===== config.mk =====
export PLATFORM = sky130hd
export DESIGN_NAME = pulse_width_capture
export DESIGN_NICKNAME = d
export VERILOG_FILES = /design/src/rtl/pulse_count_pkg.sv /design/src/rtl/pulse_fifo.sv /design/src/rtl/pulse_width_capture.sv
export SDC_FILE = /design/constraint.sdc
export NUM_CORES = 1
export LEC_CHECK = 0
export BUFFER_PORTS_ARGS = -buffer_cell sky130_fd_sc_hd__buf_2
export CELL_PAD_IN_SITES_DETAIL_PLACEMENT = 1
export CELL_PAD_IN_SITES_GLOBAL_PLACEMENT = 1
export CORE_ASPECT_RATIO = 1.4
export CORE_MARGIN = 2
export CORE_UTILIZATION = 54
export DETAILED_ROUTE_END_ITERATION = 8
export PLACE_DENSITY_LB_ADDON = 0.1
export SLEW_MARGIN = 25
export SYNTH_ARGS = -nofsm -noshare
export SYNTH_HDL_FRONTEND = slang
export SYNTH_SLANG_ARGS = --single-unit

===== constraint.sdc =====
create_clock -name SYS_CLK -period 4.2 [get_ports SYS_CLK]
set_clock_uncertainty 0.2 [all_clocks]
set_input_delay 0 -clock SYS_CLK [delete_from_list [all_inputs] [get_ports SYS_CLK]]
set_output_delay 0 -clock SYS_CLK [all_outputs]
set_load 0.02 [all_outputs]

===== src/rtl/pulse_count_pkg.sv =====
// Shared types for the pulse-width capture stage: default sizes, the queued
// entry layout and the counter strobe-priority encoding.
package pulse_count_pkg;

    localparam int DEF_CNT_W  = 16;
    localparam int DEF_DEPTH  = 4;
    localparam int DEF_DROP_W = 8;

    typedef struct packed {
        logic                 sat;
        logic [DEF_CNT_W-1:0] width;
    } pw_entry_t;

    typedef enum logic [1:0] {
        STB_CLR  = 2'd0,
        STB_CAP  = 2'd1,
        STB_INC  = 2'd2,
        STB_HOLD = 2'd3
    } strobe_e;

    // SCLR > LOAD > INC; the FSM never overlaps them, but the order is fixed here.
    function automatic strobe_e strobe_decode(input logic sclr, input logic load,
                                              input logic inc);
        strobe_e s;
        if (sclr)      s = STB_CLR;
        else if (load) s = STB_CAP;
        else if (inc)  s = STB_INC;
        else           s = STB_HOLD;
        return s;
    endfunction

endpackage


===== src/rtl/pulse_fifo.sv =====
// First-word-fall-through result queue. The head is kept in its own register
// so the output holds its last value once the queue drains.
module pulse_fifo #(
    parameter int W     = 17,
    parameter int DEPTH = 4
) (
    input  logic                     clk_i,
    input  logic                     rst_n_i,
    input  logic                     push_i,
    input  logic [W-1:0]             din_i,
    input  logic                     pop_i,
    output logic [W-1:0]             dout_o,
    output logic                     valid_o,
    output logic                     full_o,
    output logic                     push_ok_o,
    output logic [$clog2(DEPTH):0]   level_o
);

    localparam int AW = $clog2(DEPTH);
    localparam int LW = AW + 1;

    logic [W-1:0]  mem_q [DEPTH];
    logic [AW-1:0] wr_q, rd_q, rd_nxt;
    logic [LW-1:0] level_q, level_d;
    logic [W-1:0]  head_q, head_d;
    logic          empty, full, pop_ok, push_ok;

    assign empty   = (level_q == '0);
    assign full    = (level_q == LW'(DEPTH));
    assign pop_ok  = pop_i & ~empty;
    // A pop in the same cycle frees a slot, so a full queue still accepts.
    assign push_ok = push_i & (~full | pop_ok);
    assign rd_nxt  = rd_q + 1'b1;

    always_comb begin
        level_d = level_q;
        if (push_ok && !pop_ok)
            level_d = level_q + 1'b1;
        else if (!push_ok && pop_ok)
            level_d = level_q - 1'b1;
    end

    always_comb begin
        head_d = head_q;
        if (empty) begin
            if (push_ok)
                head_d = din_i;
        end else if (pop_ok) begin
            // Last entry leaving: the successor is either the incoming push or nothing.
            if (level_q == LW'(1)) begin
                if (push_ok)
                    head_d = din_i;
            end else begin
                head_d = mem_q[rd_nxt];
            end
        end
    end

    always_ff @(posedge clk_i or negedge rst_n_i) begin
        if (!rst_n_i) begin
            wr_q    <= '0;
            rd_q    <= '0;
            level_q <= '0;
            head_q  <= '0;
        end else begin
            if (push_ok)
                wr_q <= wr_q + 1'b1;
            if (pop_ok)
                rd_q <= rd_nxt;
            level_q <= level_d;
            head_q  <= head_d;
        end
    end

    always_ff @(posedge clk_i) begin
        if (push_ok)
            mem_q[wr_q] <= din_i;
    end

    assign dout_o    = head_q;
    assign valid_o   = ~empty;
    assign full_o    = full;
    assign push_ok_o = push_ok;
    assign level_o   = level_q;

endmodule


===== src/rtl/pulse_width_capture.sv =====
// Pulse-width counter fed by the control FSM strobes; finished widths go into
// a FWFT queue, with sticky overflow and a saturating drop counter.
module pulse_width_capture
    import pulse_count_pkg::*;
#(
    parameter int CNT_W  = DEF_CNT_W,
    parameter int DEPTH  = DEF_DEPTH,
    parameter int DROP_W = DEF_DROP_W
) (
    input  logic                     SYS_CLK,
    input  logic                     A_RESET_N,
    input  logic                     INC,
    input  logic                     SCLR,
    input  logic                     LOAD,
    input  logic                     CLR_STAT,
    input  logic                     OUT_READY,
    output logic                     OUT_VALID,
    output logic [CNT_W-1:0]         OUT_WIDTH,
    output logic                     OUT_SAT,
    output logic [$clog2(DEPTH):0]   LEVEL,
    output logic                     OVF,
    output logic [DROP_W-1:0]        DROP_CNT
);

    typedef struct packed {
        logic             sat;
        logic [CNT_W-1:0] width;
    } entry_t;

    strobe_e           stb;
    logic [CNT_W-1:0]  cnt_q, cnt_d;
    logic              sat_q, sat_d;
    logic              ovf_q, ovf_d;
    logic [DROP_W-1:0] drop_q, drop_d;
    logic              push, pop, drop, full, push_ok;
    entry_t            push_ent, head_ent;

    assign stb = strobe_decode(SCLR, LOAD, INC);

    always_comb begin
        cnt_d = cnt_q;
        sat_d = sat_q;
        case (stb)
            STB_CLR: begin
                cnt_d = '0;
                sat_d = 1'b0;
            end
            STB_INC: begin
                if (&cnt_q)
                    sat_d = 1'b1;
                else
                    cnt_d = cnt_q + 1'b1;
            end
            default: ;
        endcase
    end

    assign push           = (stb == STB_CAP);
    assign pop            = OUT_VALID & OUT_READY;
    assign push_ent.sat   = sat_q;
    assign push_ent.width = cnt_q;
    assign drop           = push & ~push_ok;

    // A drop beats a coincident CLR_STAT, leaving exactly one counted drop.
    always_comb begin
        ovf_d  = ovf_q;
        drop_d = drop_q;
        if (drop) begin
            ovf_d  = 1'b1;
            if (CLR_STAT)
                drop_d = DROP_W'(1);
            else if (!(&drop_q))
                drop_d = drop_q + 1'b1;
        end else if (CLR_STAT) begin
            ovf_d  = 1'b0;
            drop_d = '0;
        end
    end

    always_ff @(posedge SYS_CLK or negedge A_RESET_N) begin
        if (!A_RESET_N) begin
            cnt_q  <= '0;
            sat_q  <= 1'b0;
            ovf_q  <= 1'b0;
            drop_q <= '0;
        end else begin
            cnt_q  <= cnt_d;
            sat_q  <= sat_d;
            ovf_q  <= ovf_d;
            drop_q <= drop_d;
        end
    end

    pulse_fifo #(
        .W     (CNT_W + 1),
        .DEPTH (DEPTH)
    ) u_fifo (
        .clk_i     (SYS_CLK),
        .rst_n_i   (A_RESET_N),
        .push_i    (push),
        .din_i     (push_ent),
        .pop_i     (pop),
        .dout_o    (head_ent),
        .valid_o   (OUT_VALID),
        .full_o    (full),
        .push_ok_o (push_ok),
        .level_o   (LEVEL)
    );

    assign OUT_WIDTH = head_ent.width;
    assign OUT_SAT   = head_ent.sat;
    assign OVF       = ovf_q;
    assign DROP_CNT  = drop_q;

endmodule


==> results.md <==
* CTS tree: done
* Worst r2r src: u_fifo.level_o[0]$_DFFE_PN0P_
* Final RePlAce weighted congestion at 0.811
* CP Data Arrival Time at 3.01 ns
* Vias in the first global route at 3,843
* TNS Setup at 0 ns
* Sw Share at 30.8%
* Die Area at 10,200 sq um
* Crit. End Element: flop
* Final Util at 66.7%
* Global-route usage over all layers at 28.7%
* Postcts setup bufs at 0
* Share of cells above drive strength 1 at 23.9%
* Hold Crit Class: primary input to asynchronous set/reset pin
* Root buffer cell: clkbuf_16
* Clock-pin slew on the worst setup and hold paths at 0.06 ns
* RSZ-0062 raised after global routing: false
* Avg Cell Area, Syn at 14.4 sq um
* Fmax at 337 MHz
* EDFF count, synth at 68
* FF-to-FF End: u_fifo.dout_o[14]$_DFFE_PN0P_
* Initial antenna violation count at 0
* Router iterations before antenna repair at 4
* Hold Slack at 0.0378 ns
* Congestion Overflow GR at 0
* DR WL/cell at 25.4 um
* Setup-failing EPs final at 0
* Final WL at 13.3 mm
* Placed cells at 484
* Gate power share at 25.0%
* Chip Width at 86.0 um
* Cells after synthesis at 353
* Status: completed
* Area growth syn-to-layout at 19.0%
* Core Box Area at 9080 sq um
* CP Class: flop to flop
* Vias per cell at 6.59
* R2R setup slack at 1.23 ns
* Worst setup SP type: flop
* DRC viols at 0
* Final instance area at 6050 sq um
* Least-Margin Pin Slew at 1.05 ns
* Nets at 420
* Tcrit/Tclk final at 70.7%
* Clock latency on the worst-skew pair at 0.42 ns
* Sequential Power Share at 38.4%
* Synth Flop Type: edfxtp_1
* Req. time, crit path at 4.24 ns
* Final hold vios at 0
* Post-DP Area at 5360 sq um
* Starting Density at 56.0%
* Leakage at 2.25 nW
* Antenna cells at 0
* Clk sinks at 118
* Syn nets at 371
* CTS H-Tree Depth at 4
* TritonCTS buffer count at 17
* Post-Layout Cell Count at 522
* Cell Int Power at 2.92 mW
* Largest net degree at the start of global routing at 51
* Seq/Total Area, Yosys at 64.7%
* Slew Limit Fails at 0
* Die Y at 119 um
* Peak VDD IR at 0.421 mV
* Resized cells post-CTS at 0
* Worst Path Max Fanout at 19
* Synth async-reset ratio at 42.4%
* Clock Path Buffers at 2
* #FFs+latches synth at 118
* Fin crit period at 2.97 ns
* IO Count at 37
* Global-route wire length before repair at 21.4 mm
* Row count at 41
* Yosys warnings at 0
* PD cells at 698 nW/um^2
* DR iter-0 viols at 308
* HPWL Detailed at 7.64 mm
* Reg2Reg Depth at 6
* I/O Buffers at 36
* Post-CTS Hold Fix Bufs at 6
* Antenna Nets Post-Route at 0
* Cell Area, Synth at 5090 sq um
* Worst rel slew slack at 30.2%
* Max_cap viols at 0
* Cell variety after synth at 47
* Share of power burned in the clock network at 36.6%
* Switching Power at 1.30 mW
* Vias after detailed routing at 3,442
[metrics by stage]
step,setup WS (ns),power (mW)
after floorplan,1.85,2.33
after global placement,1.61,2.62
after detailed placement,1.46,2.67
after CTS,1.24,4.25
after global routing,1.08,4.41
final,1.23,4.22
[worst max-delay path, stage by stage (launching register included)]
cell,delay [ns]
dfrtp_1,0.43
inv_1,0.12
ha_1,0.21
o21ba_2,0.48
nand3_1,0.73
o22ai_1,0.49
a2bb2oi_1,0.14
[flip-flops by register name, summed over array words and instances (netlist names)]
signal and count:
cnt_q 16, OVF 1, u_fifo.rd_q 2, u_fifo.wr_q 2
u_fifo.level_o 3, DROP_CNT 8, sat_q 1, u_fifo.dout_o 17
u_fifo.mem_q 68
[kinds of logic after synthesis]
group | count (synthesis) | share of synthesized area (%)
compound gates | 72 | 10.2
xor+xnor | 6 | 1.03
fa+ha+maj | 11 | 2.71
buf+inv | 31 | 2.56
flops | 118 | 64.7
mux | 24 | 8.78
simple gates | 91 | 10.0
[cell usage in the layout (no fill, tap or decap), types with 6 or more instances in the layout]
cell,n
a2bb2oi_1,17
nand2_1,15
o22ai_1,18
edfxtp_1,68
or4_1,6
dfrtp_1,49
mux4_2,16
clkbuf_16,17
nor2_1,15
nor4_1,7
buf_2,36
ha_1,11
o21ai_0,7
inv_1,14
nand4_1,6
nand3_1,10
a21oi_1,10
dlygate4sd3_1,6
[layer usage]
metal	routed length [um]	track usage [%]	vias to the layer above
li1	-	-	1489
met1	4990	34.1	1755
met2	6920	46.3	140
met3	631	6.79	58
met4	717	18.4	0
met5	0	0	-
[synthesized netlist by cell type, drive strengths merged, types with 6 or more instances]
| library cell | number | area share, % |
|---|---|---|
| nor2 | 15 | 1.1 |
| dfrtp | 50 | 25 |
| nand4 | 6 | 0.74 |
| a2bb2oi | 17 | 2.9 |
| nor4 | 7 | 0.86 |
| a21oi | 10 | 0.98 |
| nand3 | 10 | 0.98 |
| o22ai | 18 | 2.2 |
| edfxtp | 68 | 40 |
| inv | 14 | 1.0 |
| ha | 11 | 2.7 |
| nand2 | 15 | 1.1 |
| mux4 | 16 | 7.1 |
| or4 | 6 | 0.89 |
| buf | 12 | 1.2 |
| o21ai | 7 | 0.69 |
[area by class of cell]
cell class | count | area, sq um
sequential | 118 | 3290
fill | 836 | 3030
multi-input combinational | 204 | 1670
clock buffer | 20 | 457
timing repair buffer | 47 | 278
clock inverter | 12 | 174
tap | 107 | 134
inverter | 14 | 52.6
[power groups by stage]
stage / logic (mW) / clock network, mW / registers [mW]
detailed placement: 1.03 / 0 / 1.63
finish: 1.06 / 1.55 / 1.62
global route: 1.15 / 1.61 / 1.65
global placement: 1.00 / 0 / 1.62
floorplan: 0.684 / 0 / 1.64
CTS: 1.07 / 1.56 / 1.62
[how the worst max path moves through the flow]
stage	start	to	slack, ns	cells after the start
2_1_floorplan	u_fifo.level_o[0]$_DFFE_PN0P_	u_fifo.dout_o[10]$_DFFE_PN0P_	1.85	8
5_1_grt	u_fifo.level_o[0]$_DFFE_PN0P_	u_fifo.dout_o[14]$_DFFE_PN0P_	1.08	6
3_5_place_dp	u_fifo.level_o[0]$_DFFE_PN0P_	u_fifo.dout_o[2]$_DFFE_PN0P_	1.46	6
4_1_cts	u_fifo.level_o[0]$_DFFE_PN0P_	u_fifo.dout_o[14]$_DFFE_PN0P_	1.24	6
3_3_place_gp	u_fifo.level_o[0]$_DFFE_PN0P_	u_fifo.dout_o[15]$_DFFE_PN0P_	1.61	6
6_report	u_fifo.level_o[0]$_DFFE_PN0P_	u_fifo.dout_o[14]$_DFFE_PN0P_	1.23	6
(Power assumes the default switching activity.)
